$ cat src/rtl/axi_stream_packer_pkg.sv
// rtl/axi_stream_packer_pkg.sv - shared types and constants for the stream packer
package axi_stream_packer_pkg;

    localparam int BEAT_BYTES = 4;
    localparam int BUF_BYTES  = 8;

    typedef enum logic [2:0] {
        IDLE,
        REQ,
        DATA,
        WAIT_RESP,
        RESP
    } state_t;

    typedef struct packed {
        logic [15:0] addr;
        logic [15:0] length;
    } req_t;

endpackage

$ cat src/rtl/axi_stream_packer_buf.sv
// rtl/axi_stream_packer_buf.sv - 8-byte packing buffer (byte_packer_buf) with append/shift
module byte_packer_buf
    import axi_stream_packer_pkg::*;
(
    input  logic        clk,
    input  logic        rst_n,
    input  logic        push,
    input  logic [31:0] push_data,
    input  logic [2:0]  push_len,
    input  logic        pop,
    output logic [3:0]  cnt_next,
    output logic [31:0] head_data,
    output logic [3:0]  head_keep
);

    logic [BUF_BYTES*8-1:0] buf_q;
    logic [BUF_BYTES*8-1:0] buf_d;
    logic [BUF_BYTES*8-1:0] shifted;
    logic [3:0]             cnt_q;
    logic [3:0]             cnt_sh;
    logic [31:0]            mask;
    logic [3:0]             keep_d;

    // Bytes above cnt are kept zero, so the head word needs no extra masking.
    always_comb begin
        mask = '0;
        for (int i = 0; i < BEAT_BYTES; i++) begin
            if (3'(i) < push_len) mask[8*i +: 8] = 8'hFF;
        end
        shifted = buf_q;
        cnt_sh  = cnt_q;
        if (pop) begin
            shifted = {32'b0, buf_q[63:32]};
            cnt_sh  = (cnt_q >= 4'd4) ? cnt_q - 4'd4 : 4'd0;
        end
        buf_d    = shifted;
        cnt_next = cnt_sh;
        if (push) begin
            buf_d    = shifted | ({32'b0, push_data & mask} << {cnt_sh, 3'b000});
            cnt_next = cnt_sh + {1'b0, push_len};
        end
        keep_d = (cnt_next >= 4'd4) ? 4'hF : (4'b0001 << cnt_next[1:0]) - 4'd1;
    end

    always_ff @(posedge clk or negedge rst_n) begin
        if (!rst_n) begin
            buf_q     <= '0;
            cnt_q     <= '0;
            head_keep <= '0;
        end else begin
            buf_q     <= buf_d;
            cnt_q     <= cnt_next;
            head_keep <= keep_d;
        end
    end

    assign head_data = buf_q[31:0];

endmodule

$ cat src/rtl/axi_stream_packer.sv
// rtl/axi_stream_packer.sv - request forwarding and dense byte packing into 32-bit stream beats
module axi_stream_packer
    import axi_stream_packer_pkg::*;
#(
    parameter int         ADDR_W      = 16,
    parameter int         LEN_W       = 16,
    parameter logic [3:0] STREAM_ID   = 4'h0,
    parameter logic [3:0] STREAM_DEST = 4'h0
) (
    input  logic        clk,
    input  logic        rst_n,
    input  logic [31:0] req_data,
    input  logic        req_vld,
    output logic        req_rdy,
    input  logic [31:0] in_data,
    input  logic [2:0]  in_len,
    input  logic        in_vld,
    output logic        in_rdy,
    output logic [31:0] wr_req_data,
    output logic        wr_req_vld,
    input  logic        wr_req_rdy,
    output logic [31:0] st_tdata,
    output logic [3:0]  st_tstr,
    output logic [3:0]  st_tkeep,
    output logic        st_tlast,
    output logic [3:0]  st_tid,
    output logic [3:0]  st_tdest,
    output logic        st_tvalid,
    input  logic        st_tready,
    input  logic        wr_resp_data,
    input  logic        wr_resp_vld,
    output logic        wr_resp_rdy,
    output logic        resp_data,
    output logic        resp_vld,
    input  logic        resp_rdy
);

    state_t             state;
    state_t             state_d;
    req_t               req_in;
    logic [ADDR_W-1:0]  addr_q;
    logic [LEN_W-1:0]   length_q;
    logic [LEN_W-1:0]   bytes_left;
    logic [LEN_W-1:0]   bytes_left_d;
    logic               err_trunc;
    logic [2:0]         eff_len;
    logic [2:0]         take;
    logic               push;
    logic               pop;
    logic [3:0]         cnt_next;
    logic [3:0]         head_keep;

    assign req_in      = req_t'(req_data);
    assign wr_req_data = {16'(addr_q), 16'(length_q)};
    assign st_tid      = STREAM_ID;
    assign st_tdest    = STREAM_DEST;
    assign st_tkeep    = head_keep;
    assign st_tstr     = head_keep;

    always_comb begin
        eff_len = (in_len > 3'd4) ? 3'd4 : in_len;
        take    = eff_len;
        if (LEN_W'(eff_len) > bytes_left) take = bytes_left[2:0];
        push         = in_vld && in_rdy;
        pop          = st_tvalid && st_tready;
        state_d      = state;
        bytes_left_d = push ? bytes_left - LEN_W'(take) : bytes_left;
        case (state)
            IDLE: if (req_vld && req_rdy) begin
                state_d      = REQ;
                bytes_left_d = LEN_W'(req_in.length);
            end
            REQ:       if (wr_req_vld && wr_req_rdy) state_d = (length_q == '0) ? WAIT_RESP : DATA;
            DATA:      if (pop && st_tlast) state_d = WAIT_RESP;
            WAIT_RESP: if (wr_resp_vld && wr_resp_rdy) state_d = RESP;
            RESP:      if (resp_vld && resp_rdy) state_d = IDLE;
            default:   state_d = IDLE;
        endcase
    end

    byte_packer_buf u_buf (
        .clk       (clk),
        .rst_n     (rst_n),
        .push      (push),
        .push_data (in_data),
        .push_len  (take),
        .pop       (pop),
        .cnt_next  (cnt_next),
        .head_data (st_tdata),
        .head_keep (head_keep)
    );

    // Handshake outputs are registered from the next-state view so they line up with the buffer.
    always_ff @(posedge clk or negedge rst_n) begin
        if (!rst_n) begin
            state       <= IDLE;
            addr_q      <= '0;
            length_q    <= '0;
            bytes_left  <= '0;
            err_trunc   <= 1'b0;
            req_rdy     <= 1'b0;
            wr_req_vld  <= 1'b0;
            in_rdy      <= 1'b0;
            st_tvalid   <= 1'b0;
            st_tlast    <= 1'b0;
            wr_resp_rdy <= 1'b0;
            resp_vld    <= 1'b0;
            resp_data   <= 1'b0;
        end else begin
            state      <= state_d;
            bytes_left <= bytes_left_d;
            if (state == IDLE && req_vld && req_rdy) begin
                addr_q    <= ADDR_W'(req_in.addr);
                length_q  <= LEN_W'(req_in.length);
                err_trunc <= 1'b0;
            end else if (push && eff_len > take) begin
                err_trunc <= 1'b1;
            end
            if (wr_resp_vld && wr_resp_rdy) resp_data <= wr_resp_data | err_trunc;
            req_rdy     <= (state_d == IDLE);
            wr_req_vld  <= (state_d == REQ);
            wr_resp_rdy <= (state_d == WAIT_RESP);
            resp_vld    <= (state_d == RESP);
            in_rdy      <= (state_d == DATA) && (cnt_next <= 4'd4) && (bytes_left_d != '0);
            st_tvalid   <= (state_d == DATA) &&
                           ((cnt_next >= 4'd4) || (cnt_next != 4'd0 && bytes_left_d == '0));
            st_tlast    <= (state_d == DATA) && (bytes_left_d == '0) &&
                           (cnt_next != 4'd0) && (cnt_next <= 4'd4);
        end
    end

endmodule
$ cat config.mk
export PLATFORM = sky130hd
export DESIGN_NAME = axi_stream_packer
export DESIGN_NICKNAME = d
export VERILOG_FILES = /design/src/rtl/axi_stream_packer_pkg.sv /design/src/rtl/axi_stream_packer_buf.sv /design/src/rtl/axi_stream_packer.sv
export SDC_FILE = /design/constraint.sdc
export NUM_CORES = 1
export LEC_CHECK = 0
export CAP_MARGIN = 20
export CORE_ASPECT_RATIO = 0.8
export CORE_MARGIN = 4
export CORE_UTILIZATION = 25
export CTS_BUF_LIST = sky130_fd_sc_hd__clkbuf_8
export DETAILED_ROUTE_END_ITERATION = 10
export PLACE_DENSITY_LB_ADDON = 0.15
export SYNTH_ARGS = -nofsm -noshare
export SYNTH_HDL_FRONTEND = slang
export SYNTH_SLANG_ARGS = --single-unit
export TNS_END_PERCENT = 100
$ cat constraint.sdc
create_clock -name clk -period 14.2 [get_ports clk]
set_input_delay 2.84 -clock clk [delete_from_list [all_inputs] [get_ports clk]]
set_output_delay 2.84 -clock clk [all_outputs]
set_load 0.05 [all_outputs]
# After elaboration in Yosys (flattened, before gate mapping)

Cells that the tools add are included.

Logic and storage cells: 92
Flip-flop bits (word level): 132
Output and inout port bits: 88
Bits in latches: 0
Memories: 0
Memory bits (read-only): 0
Input port bits: 76
RAM bits: 0

Bitwise gates (word level): 3
Eq/ne operators: 8
Multiplexer cells: 24
$mul: 0
Add/sub/neg operators: 4
Shift operators: 2
Div/mod/pow operators: 0
$lt $le $gt $ge: 10
Reduce and logical (&&, ||, !) cells: 25

Operator list:

| kind                 | count |
|---|---|
| $mux W64             | 2 |
| $or A64 B64 Y64      | 1 |
| $shl A32 B7 Y64      | 1 |
| $mux W16             | 3 |
| $and A32 B32 Y32     | 1 |
| $logic_not A16 Y1    | 2 |
| $mux W8              | 4 |
| $mux W3              | 7 |
| $logic_and A1 B1 Y1  | 17 |
| $gt A3 B16 Y1        | 1 |
| $mux W4              | 4 |
| $reduce_bool A16 Y1  | 1 |
| $sub A16 B3 Y16      | 1 |
| $pmux W3 S5          | 1 |
| $eq A3 B2 Y1 const B | 4 |
| $ge A4 B3 Y1 const B | 2 |
| $eq A3 B1 Y1 const B | 2 |
| $eq A3 B3 Y1 const B | 2 |
| $logic_not A3 Y1     | 2 |
| $lt A1 B3 Y1 const A | 2 |
| $lt A2 B3 Y1 const A | 2 |
| $add A4 B3 Y4        | 1 |
| $le A4 B3 Y1 const B | 1 |
| $reduce_bool A4 Y1   | 1 |
| 9 further kinds      | 11 |

# Depth between registers and ports, before layout

Gate-level depths: netlist of the first run.

Depth in word-level cells: 12
Gate-level depth with buffers: 21
Gate-level depth less buffers: 19

# Cells and area by module

From an unflattened synthesis of the first run, not the netlist that was laid out.

Cells, all modules: 872
Area, all modules: 7,857.5 µm²

By module, submodules not included:

| module            | cells an instance | area each (µm²) | instances | seq. area each (µm²) |
|---|---|---|---|---|
| byte_packer_buf   | 483               | 4,560.6         | 1         | 1,801.7 |
| axi_stream_packer | 389               | 3,296.9         | 1         | 1,501.4 |

# Least setup slack after synthesis of the first run

Ideal clock, no wire load.

Kind: input to register
Start point: input in_len[2]
End point: register in_rdy
Data required time: 14.081 ns
Setup slack: 7.337 ns
Path buffers: 2
Cell stages on the path: 19
Arrival: 6.744 ns
Setup time: 0.119 ns
Cell sequence: buf_4 > nand2b_1 > ha_1 > nor4bb_1 > nor4_1 > a2111oi_1 > buf_4 > nand2_1 > o21ai_0 > ha_1 > o41ai_1 > a2111oi_1 > a211oi_2 > and2_1 > and3_1 > or3_4 > nor4_2 > nand4_1 > and2_1

Cells in the longest elaborated chain, start to end: 10
Elaborated cells between the ends (all ways): 14
Those cells by class: add/sub: 2; order compare: 3; mux: 6; reduce/logical: 3

RTL lines:

| element               | RTL line                 | RTL |
|---|---|---|
| start, declared       | axi_stream_packer.sv:16  | `input logic [2:0] in_len,` |
| $gt A3 B3 Y1          | axi_stream_packer.sv:61  | `eff_len = (in_len > 3'd4) ? 3'd4 : in_len;` |
| $mux W3 *             | axi_stream_packer.sv:61  |  |
| $gt A3 B16 Y1         | axi_stream_packer.sv:63  | `if (LEN_W'(eff_len) > bytes_left) take = bytes_left[2:0];` |
| $mux W3 *             | axi_stream_packer.sv:63  |  |
| $sub A16 B3 Y16 *     | axi_stream_packer.sv:67  | `bytes_left_d = push ? bytes_left - LEN_W'(take) : bytes_left;` |
| $mux W16 *            | axi_stream_packer.sv:67  |  |
| $mux W16              | axi_stream_packer.sv:69  | `IDLE: if (req_vld && req_rdy) begin` |
| $mux W16 *            | axi_stream_packer.sv:68  | `case (state)` |
| net bytes_left_d[13]  | axi_stream_packer.sv:44  | `logic [LEN_W-1:0] bytes_left_d;` |
| $reduce_bool A16 Y1 * | axi_stream_packer.sv:124 | `in_rdy <= (state_d == DATA) && (cnt_next <= 4'd4) && (bytes_left_d != '0);` |
| $logic_and A1 B1 Y1 * | axi_stream_packer.sv:124 |  |
| end signal, assigned  | axi_stream_packer.sv:124 |  |
| end, declared         | axi_stream_packer.sv:18  | `output logic in_rdy,` |

The timed path passes the listed nets; every way through them passes the cells marked *.
A chain may end at the register's enable or synchronous reset.

# Worst setup path in the final report of the first run

Same ends and word-level chain as after synthesis.

==> metrics.md, run 1 <==
| Metric | Value |
|---|---|
| Net switching power figure | `1090 uW` |
| Max incr delay on CP | `0.72 ns` |
| DR vias/cell | `4.77` |
| Final nets | `1023` |
| Drt drc | `0` |
| Worst-case hold slack | `0.476 ns` |
| Post-CTS sizing | `0` |
| Endpoint class of the critical path | `register` |
| Max Buffers Root-to-Sink | `2` |
| Min cycle time layout | `7.87 ns` |
| Number of synthesized register bits | `132` |
| PD cells | `243 nW/um^2` |
| Worst-case hold path end point | `addr_q[8]` |
| HPWL after detailed placement | `16800 um` |
| Part of the Yosys area used for sequential elements | `46.3%` |
| Post-synth ARST share | `100%` |
| Reg2reg end | `in_rdy` |
| Starting Density | `25.3%` |
| CP Max Fanout | `18` |
| Commonest non-fill, non-tap cell in the layout | `nand2_1` |
| Layout cells sized above 1 | `5.78%` |
| DR WL/cell | `18.0 um` |
| Slowest-stage cell, CP | `clkdlybuf4s50_1` |
| Top_reg_cell synth | `dfrtp_1` |
| Post-CTS Setup Inserts | `0` |
| Worst slack, placed | `5.93 ns` |
| Total GRT Usage | `15.1%` |
| Final Core Density | `32.6%` |
| Comb pwr share | `53.2%` |
| Largest net degree at the start of global routing | `81` |
| Setup slack after layout | `6.33 ns` |
| Worst Tran Pin Value | `1.04 ns` |
| Pleak | `0.00395 uW` |
| Grt ovf | `0` |
| Pwr Total | `2230 uW` |
| Max cap viols | `0` |
| Endpoints failing setup | `0` |
| Initial DRC Count | `404` |
| Die area | `31300 um^2` |
| Site row count | `55` |
| Int Power | `1150 uW` |
| Sequential share of power | `30.2%` |
| Buf+Inv Stages, Crit Path | `2` |
| Unrepaired setup endpoints after global routing | `no` |
| Die Wd | `197 um` |
| Antenna viol nets, final | `0` |
| Worst path top cell family by delay | `simple AND/OR/NAND/NOR gates` |
| Total Neg Setup Slack | `0 ns` |
| Vias post-DR | `6299` |
| Yosys warnings | `0` |
| Hold Startpoint | `addr_q[8]` |
| DIE HEIGHT | `159 um` |
| Synth Instances | `834` |
| Antenna violations before repair | `0` |
| Cell Chain, Critical Path | `clkdlybuf4s50_1 -> nand2b_1 -> ha_1 -> nor4bb_1 -> nor4_1 -> a2111oi_2 -> buf_2 -> nand2_1 -> o21ai_0 -> ha_1 -> o41ai_1 -> a2111oi_1 -> a211oi_2 -> and2_1 -> and3_1 -> or3_4 -> nor4_2 -> nand4_1 -> and2_1` |
| Ant diodes | `0` |
| Worst rel slew slack | `30.3%` |
| Fmax | `127 MHz` |
| Hold_buf cts | `0` |
| Multi-input logic area | `3350 um^2` |
| Sink Count | `132` |
| Max Clock Skew | `0.0224 ns` |
| TritonRoute pass-1 iters | `5` |
| First-pass GRT wire length | `37200 um` |
| Area Overhead vs Synth | `29.0%` |
| R2r startpoint | `bytes_left[2]` |
| Clk Latency, worst-skew pair | `0.47 ns` |
| Post-synth cell types | `62` |
| EDFF count, synth | `0` |
| Core area | `28200 um^2` |
| Vias in the first global route | `6210` |
| Crit share post-route | `55.4%` |
| Final wirelength | `23800 um` |
| R2R depth | `18` |
| Worst Setup Start Kind | `input pin` |
| Mean Syn Cell Area | `8.56 um^2` |
| Critical path class | `input pin to register` |
| Hold Path Class | `register to register` |
| Status | `complete, no violations` |
| CTS root buffer | `clkbuf_8` |
| Worst EP required | `14.54 ns` |
| Worst Hold Depth | `2` |
| GPL Wtd Cong | `0.836` |
| Commonest non-fill, non-tap cells in the layout | `nand2_1 (211), clkdlybuf4s50_1 (154), dfrtp_1 (132), nor2_1 (63), o21ai_0 (50)` |
| Register-to-register setup slack | `8.90 ns` |
| CTS tree | `yes` |
| Clock slew seen by the registers of the worst setup and hold paths | `0.07 ns` |
| Worst vdd ir | `127 uV` |
| Count of final max-slew check failures | `0` |
| Final hold violations | `0` |
| Ports | `164` |
| Cell Area, Synth | `7140 um^2` |
| Clock buffer count from CTS | `17` |
| Arrival time at the worst endpoint | `8.22 ns` |
| Fillcell total | `2982` |
| Switching Fraction | `48.7%` |
| # port buffers | `155` |
| Clock share of power | `16.6%` |
| CTS HTree Levels | `4` |
| Register area | `3300 um^2` |
state kept, by name, indices dropped and copies added, names as in the netlist:
name,count
st_tlast,1
req_rdy,1
err_trunc,1
addr_q,16
st_tvalid,1
resp_vld,1
state,3
u_buf.buf_q,64
wr_resp_rdy,1
bytes_left,16
u_buf.cnt_q,4
resp_data,1
wr_req_vld,1
length_q,16
in_rdy,1
u_buf.head_keep,4
kinds of logic after synthesis:
group / Yosys count / share of synthesized area (%)
flops: 132 / 46.3
xor+xnor: 16 / 1.96
buf+inv: 94 / 7.43
mux: 3 / 0.491
fa+ha+maj: 9 / 1.65
simple gates: 383 / 23.6
other cells: 1 / 0.0525
compound gates: 196 / 18.5
stage by stage:
stage | cell area, um^2 | cells
final | 9210 | 1321
after global routing | 9210 | 1321
after CTS | 9210 | 1321
after detailed placement | 8760 | 1290
after global placement | 8750 | 1289
after floorplan | 7170 | 841
worst max-delay path by stage:
stage                    from        to  slack, ns  depth (start not counted)
global placement    in_len[2]    in_rdy       5.75                         18
CTS                 in_len[2]    in_rdy       6.40                         19
finish              in_len[2]    in_rdy       6.33                         19
global route        in_len[2]  st_tlast       5.84                         19
detailed placement  in_len[2]    in_rdy       5.93                         19
floorplan           in_len[2]    in_rdy       7.34                         19
worst register-to-register path: cells and delay by family (launching register included):
kind	cells	cell delay [ns]
and+or+nand+nor	9	2.19
DFF	1	0.63
buffers and inverters	2	0.44
AOI/OAI and AO/OA	5	1.33
adders and majority gates	2	0.62
area by class of cell:
cell class	count	share of cell area, %
well taps	370	5.03
repair buffers	161	17.3
clock buffers	17	2.54
flip-flops and latches	132	35.9
multi-input cells	615	36.4
clock inverters	14	2.32
inverters	12	0.489
cells in the mapped netlist, drive strengths merged (2+ instances only):
cell type | count | area share [%]
a221o | 8 | 1.1
nand3 | 25 | 1.8
and3 | 5 | 0.44
nor4bb | 2 | 0.28
and2 | 10 | 0.88
a21boi | 2 | 0.21
a211oi | 7 | 0.81
a22o | 17 | 2.1
a2111oi | 3 | 0.40
o22ai | 12 | 1.1
inv | 11 | 0.58
nor3 | 22 | 1.7
or3 | 8 | 0.84
dfrtp | 132 | 46
nor2 | 65 | 3.5
nand4 | 7 | 0.61
or4 | 2 | 0.26
or2 | 2 | 0.18
o211ai | 4 | 0.42
a22oi | 15 | 1.6
clkbuf | 29 | 1.5
o21ai | 57 | 4.0
nor2b | 5 | 0.44
mux2i | 2 | 0.33
a21o | 7 | 0.74
nand2b | 8 | 0.70
nand2 | 212 | 11
a21oi | 39 | 2.8
a221oi | 12 | 1.5
xnor2 | 8 | 0.98
ha | 7 | 1.2
o41ai | 2 | 0.25
nor4 | 9 | 0.88
xor2 | 8 | 0.98
buf | 53 | 5.3
o311a | 2 | 0.28
a31oi | 3 | 0.26
routing by layer:
layer,track usage (%),wire length [um],vias to the layer above
met2,21.3,10200,145
li1,-,-,3077
met3,4.00,1310,14
met5,0,0,-
met1,22.8,12000,3063
met4,3.75,245,0
power by group through the flow:
stage                     Sequential [uW]  Clock [uW]  Combinational [uW]
after floorplan                       832           0                 695
after global placement                683           0                1190
after detailed placement              681           0                1190
after CTS                             677         383                1190
after global routing                  701         402                1280
final                                 675         371                1190
(Power assumes the default switching activity.)
==> run 2, diff against run 1 <==
==> constraint.sdc (replaced) <==
create_clock -name clk -period 7.1 [get_ports clk]
set_input_delay 1.42 -clock clk [delete_from_list [all_inputs] [get_ports clk]]
set_output_delay 1.42 -clock clk [all_outputs]
set_load 0.05 [all_outputs]
==> metrics.md, run 2 (same netlist as run 1, synthesis figures left out) <==
| Metric | Value |
|---|---|
| Post-CTS Setup Inserts | `0` |
| Site row count | `55` |
| Buf+Inv Stages, Crit Path | `1` |
| Drt drc | `0` |
| DR WL/cell | `18.1 um` |
| Clk Latency, worst-skew pair | `0.47 ns` |
| Die area | `31300 um^2` |
| Max reg flops | `64` |
| Die Wd | `197 um` |
| Endpoints failing setup | `0` |
| Area Overhead vs Synth | `29.0%` |
| Hold_buf cts | `0` |
| Critical path class | `input pin to register` |
| Most used cell along the critical path | `ha_1` |
| First-pass GRT wire length | `37900 um` |
| Fillcell total | `2953` |
| Initial DRC Count | `466` |
| Comb pwr share | `54.0%` |
| Switching Fraction | `49.5%` |
| HPWL after detailed placement | `17200 um` |
| Final hold violations | `0` |
| Final wirelength | `24000 um` |
| Antenna viol nets, final | `0` |
| TritonRoute pass-1 iters | `7` |
| Layout cells sized above 1 | `6.38%` |
| Ports | `164` |
| Net switching power figure | `2180 uW` |
| Post-CTS sizing | `0` |
| Vias post-DR | `6336` |
| Crit share post-route | `85.0%` |
| Commonest non-fill, non-tap cells in the layout | `nand2_1 (211), clkdlybuf4s50_1 (154), dfrtp_1 (132), nor2_1 (63), o21ai_0 (50)` |
| PD cells | `479 nW/um^2` |
| Starting Density | `25.3%` |
| Max incr delay on CP | `0.60 ns` |
| Vias in the first global route | `6308` |
| DR vias/cell | `4.77` |
| Cell Area, Placed | `8790 um^2` |
| CTS root buffer | `clkbuf_8` |
| Max Clock Skew | `0.0221 ns` |
| Status | `complete, no violations` |
| Largest net degree at the start of global routing | `71` |
| Multi-input logic area | `3350 um^2` |
| Register-to-register setup slack | `2.00 ns` |
| Sink Count | `132` |
| Final Core Density | `32.6%` |
| CP Max Fanout | `10` |
| Clock buffer count from CTS | `17` |
| DIE HEIGHT | `159 um` |
| Register area | `3300 um^2` |
| Core area | `28200 um^2` |
| Fmax | `166 MHz` |
| Worst-case hold slack | `0.475 ns` |
| Commonest non-fill, non-tap cell in the layout | `nand2_1` |
| Max cap viols | `0` |
| Endpoint class of the critical path | `register` |
| Worst EP required | `7.48 ns` |
| # port buffers | `155` |
| Slowest-stage cell, CP | `a2111oi_2` |
| Final instance area | `9210 um^2` |
| CTS tree | `yes` |
| Total GRT Usage | `15.3%` |
| Max Buffers Root-to-Sink | `2` |
| Min cycle time layout | `6.03 ns` |
| Worst Setup Start Kind | `input pin` |
| Total Neg Setup Slack | `0 ns` |
| Worst path top cell family by delay | `compound AO/OA/AOI/OAI gates` |
| Clock share of power | `15.3%` |
| Count of final max-slew check failures | `0` |
| Arrival time at the worst endpoint | `6.41 ns` |
| CTS HTree Levels | `4` |
| Cell Chain, Critical Path | `clkdlybuf4s50_1 -> nand2b_1 -> ha_1 -> nor4bb_1 -> nor4_1 -> a2111oi_2 -> nand2_1 -> o21ai_0 -> ha_1 -> o41ai_1 -> a2111oi_1 -> a211oi_2 -> a2111oi_0 -> xnor2_1 -> nand3_1 -> o31ai_1 -> nand4_1 -> nor3_2` |
| Worst Tran Pin Value | `1.03 ns` |
| Int Power | `2230 uW` |
| Pleak | `0.00394 uW` |
| Antenna violations before repair | `1` |
| Clock slew seen by the registers of the worst setup and hold paths | `0.07 ns` |
| Pwr Total | `4410 uW` |
| Hold Path Class | `register to register` |
| Sequential share of power | `30.7%` |
| GPL Wtd Cong | `0.839` |
| Largest Register | `u_buf.buf_q` |
| Worst rel slew slack | `31.0%` |
| Final nets | `1027` |
| Grt ovf | `0` |
| Worst vdd ir | `218 uV` |
| Unrepaired setup endpoints after global routing | `no` |
==> run 2: final timing paths <==
| path | cells after the start | end | start |
|---|---|---|---|
| setup / recovery | 18 | st_tlast | in_len[2] |
| hold / removal | 2 | addr_q[12] | addr_q[12] |
| setup reg to reg | 17 | st_tlast | bytes_left[2] |
| hold reg to reg | 2 | addr_q[12] | addr_q[12] |
| max in group asynchronous | 2 | u_buf.buf_q[2] | rst_n |
| min in group asynchronous | 1 | addr_q[4] | rst_n |
==> run 2: power groups by stage <==
stage	Sequential, uW	Clock (uW)	Combinational [uW]
4_1_cts	1360	703	2400
5_1_grt	1410	733	2570
3_3_place_gp	1370	0	2390
6_report	1350	676	2380
2_1_floorplan	1660	0	1390
3_5_place_dp	1370	0	2390
==> run 2: worst reg2reg max path, delay by kind of cell, from the launching register on <==
family          cells  cell delay [ns]
compound gates      7             2.19
fa+ha+maj           2             0.63
flops               1             0.59
xor+xnor            1             0.22
simple gates        6             1.27
buf+inv             1             0.12
==> run 2: metrics by stage <==
step / setup WS, ns / std cells
6_report: 1.07 / 1327
4_1_cts: 1.11 / 1326
2_1_floorplan: 1.66 / 841
3_5_place_dp: 0.583 / 1294
3_3_place_gp: 0.656 / 1294
5_1_grt: 0.577 / 1327
==> run 2: per-layer routing <==
| metal | track usage, % | wire length [um] |
|---|---|---|
| met2 | 21.3 | 10300 |
| met5 | 0 | 0 |
| met3 | 4.72 | 1580 |
| met4 | 4.32 | 283 |
| met1 | 22.8 | 11800 |
==> run 2: cell type report <==
| cell class | count | area share (%) |
|---|---|---|
| diodes | 1 | 0.0272 |
| clock buffers | 21 | 3.14 |
| clock inverters | 11 | 1.37 |
| inverters | 12 | 0.489 |
| multi-input cells | 615 | 36.4 |
| flip-flops and latches | 132 | 35.9 |
| well taps | 370 | 5.03 |
| repair buffers | 165 | 17.7 |
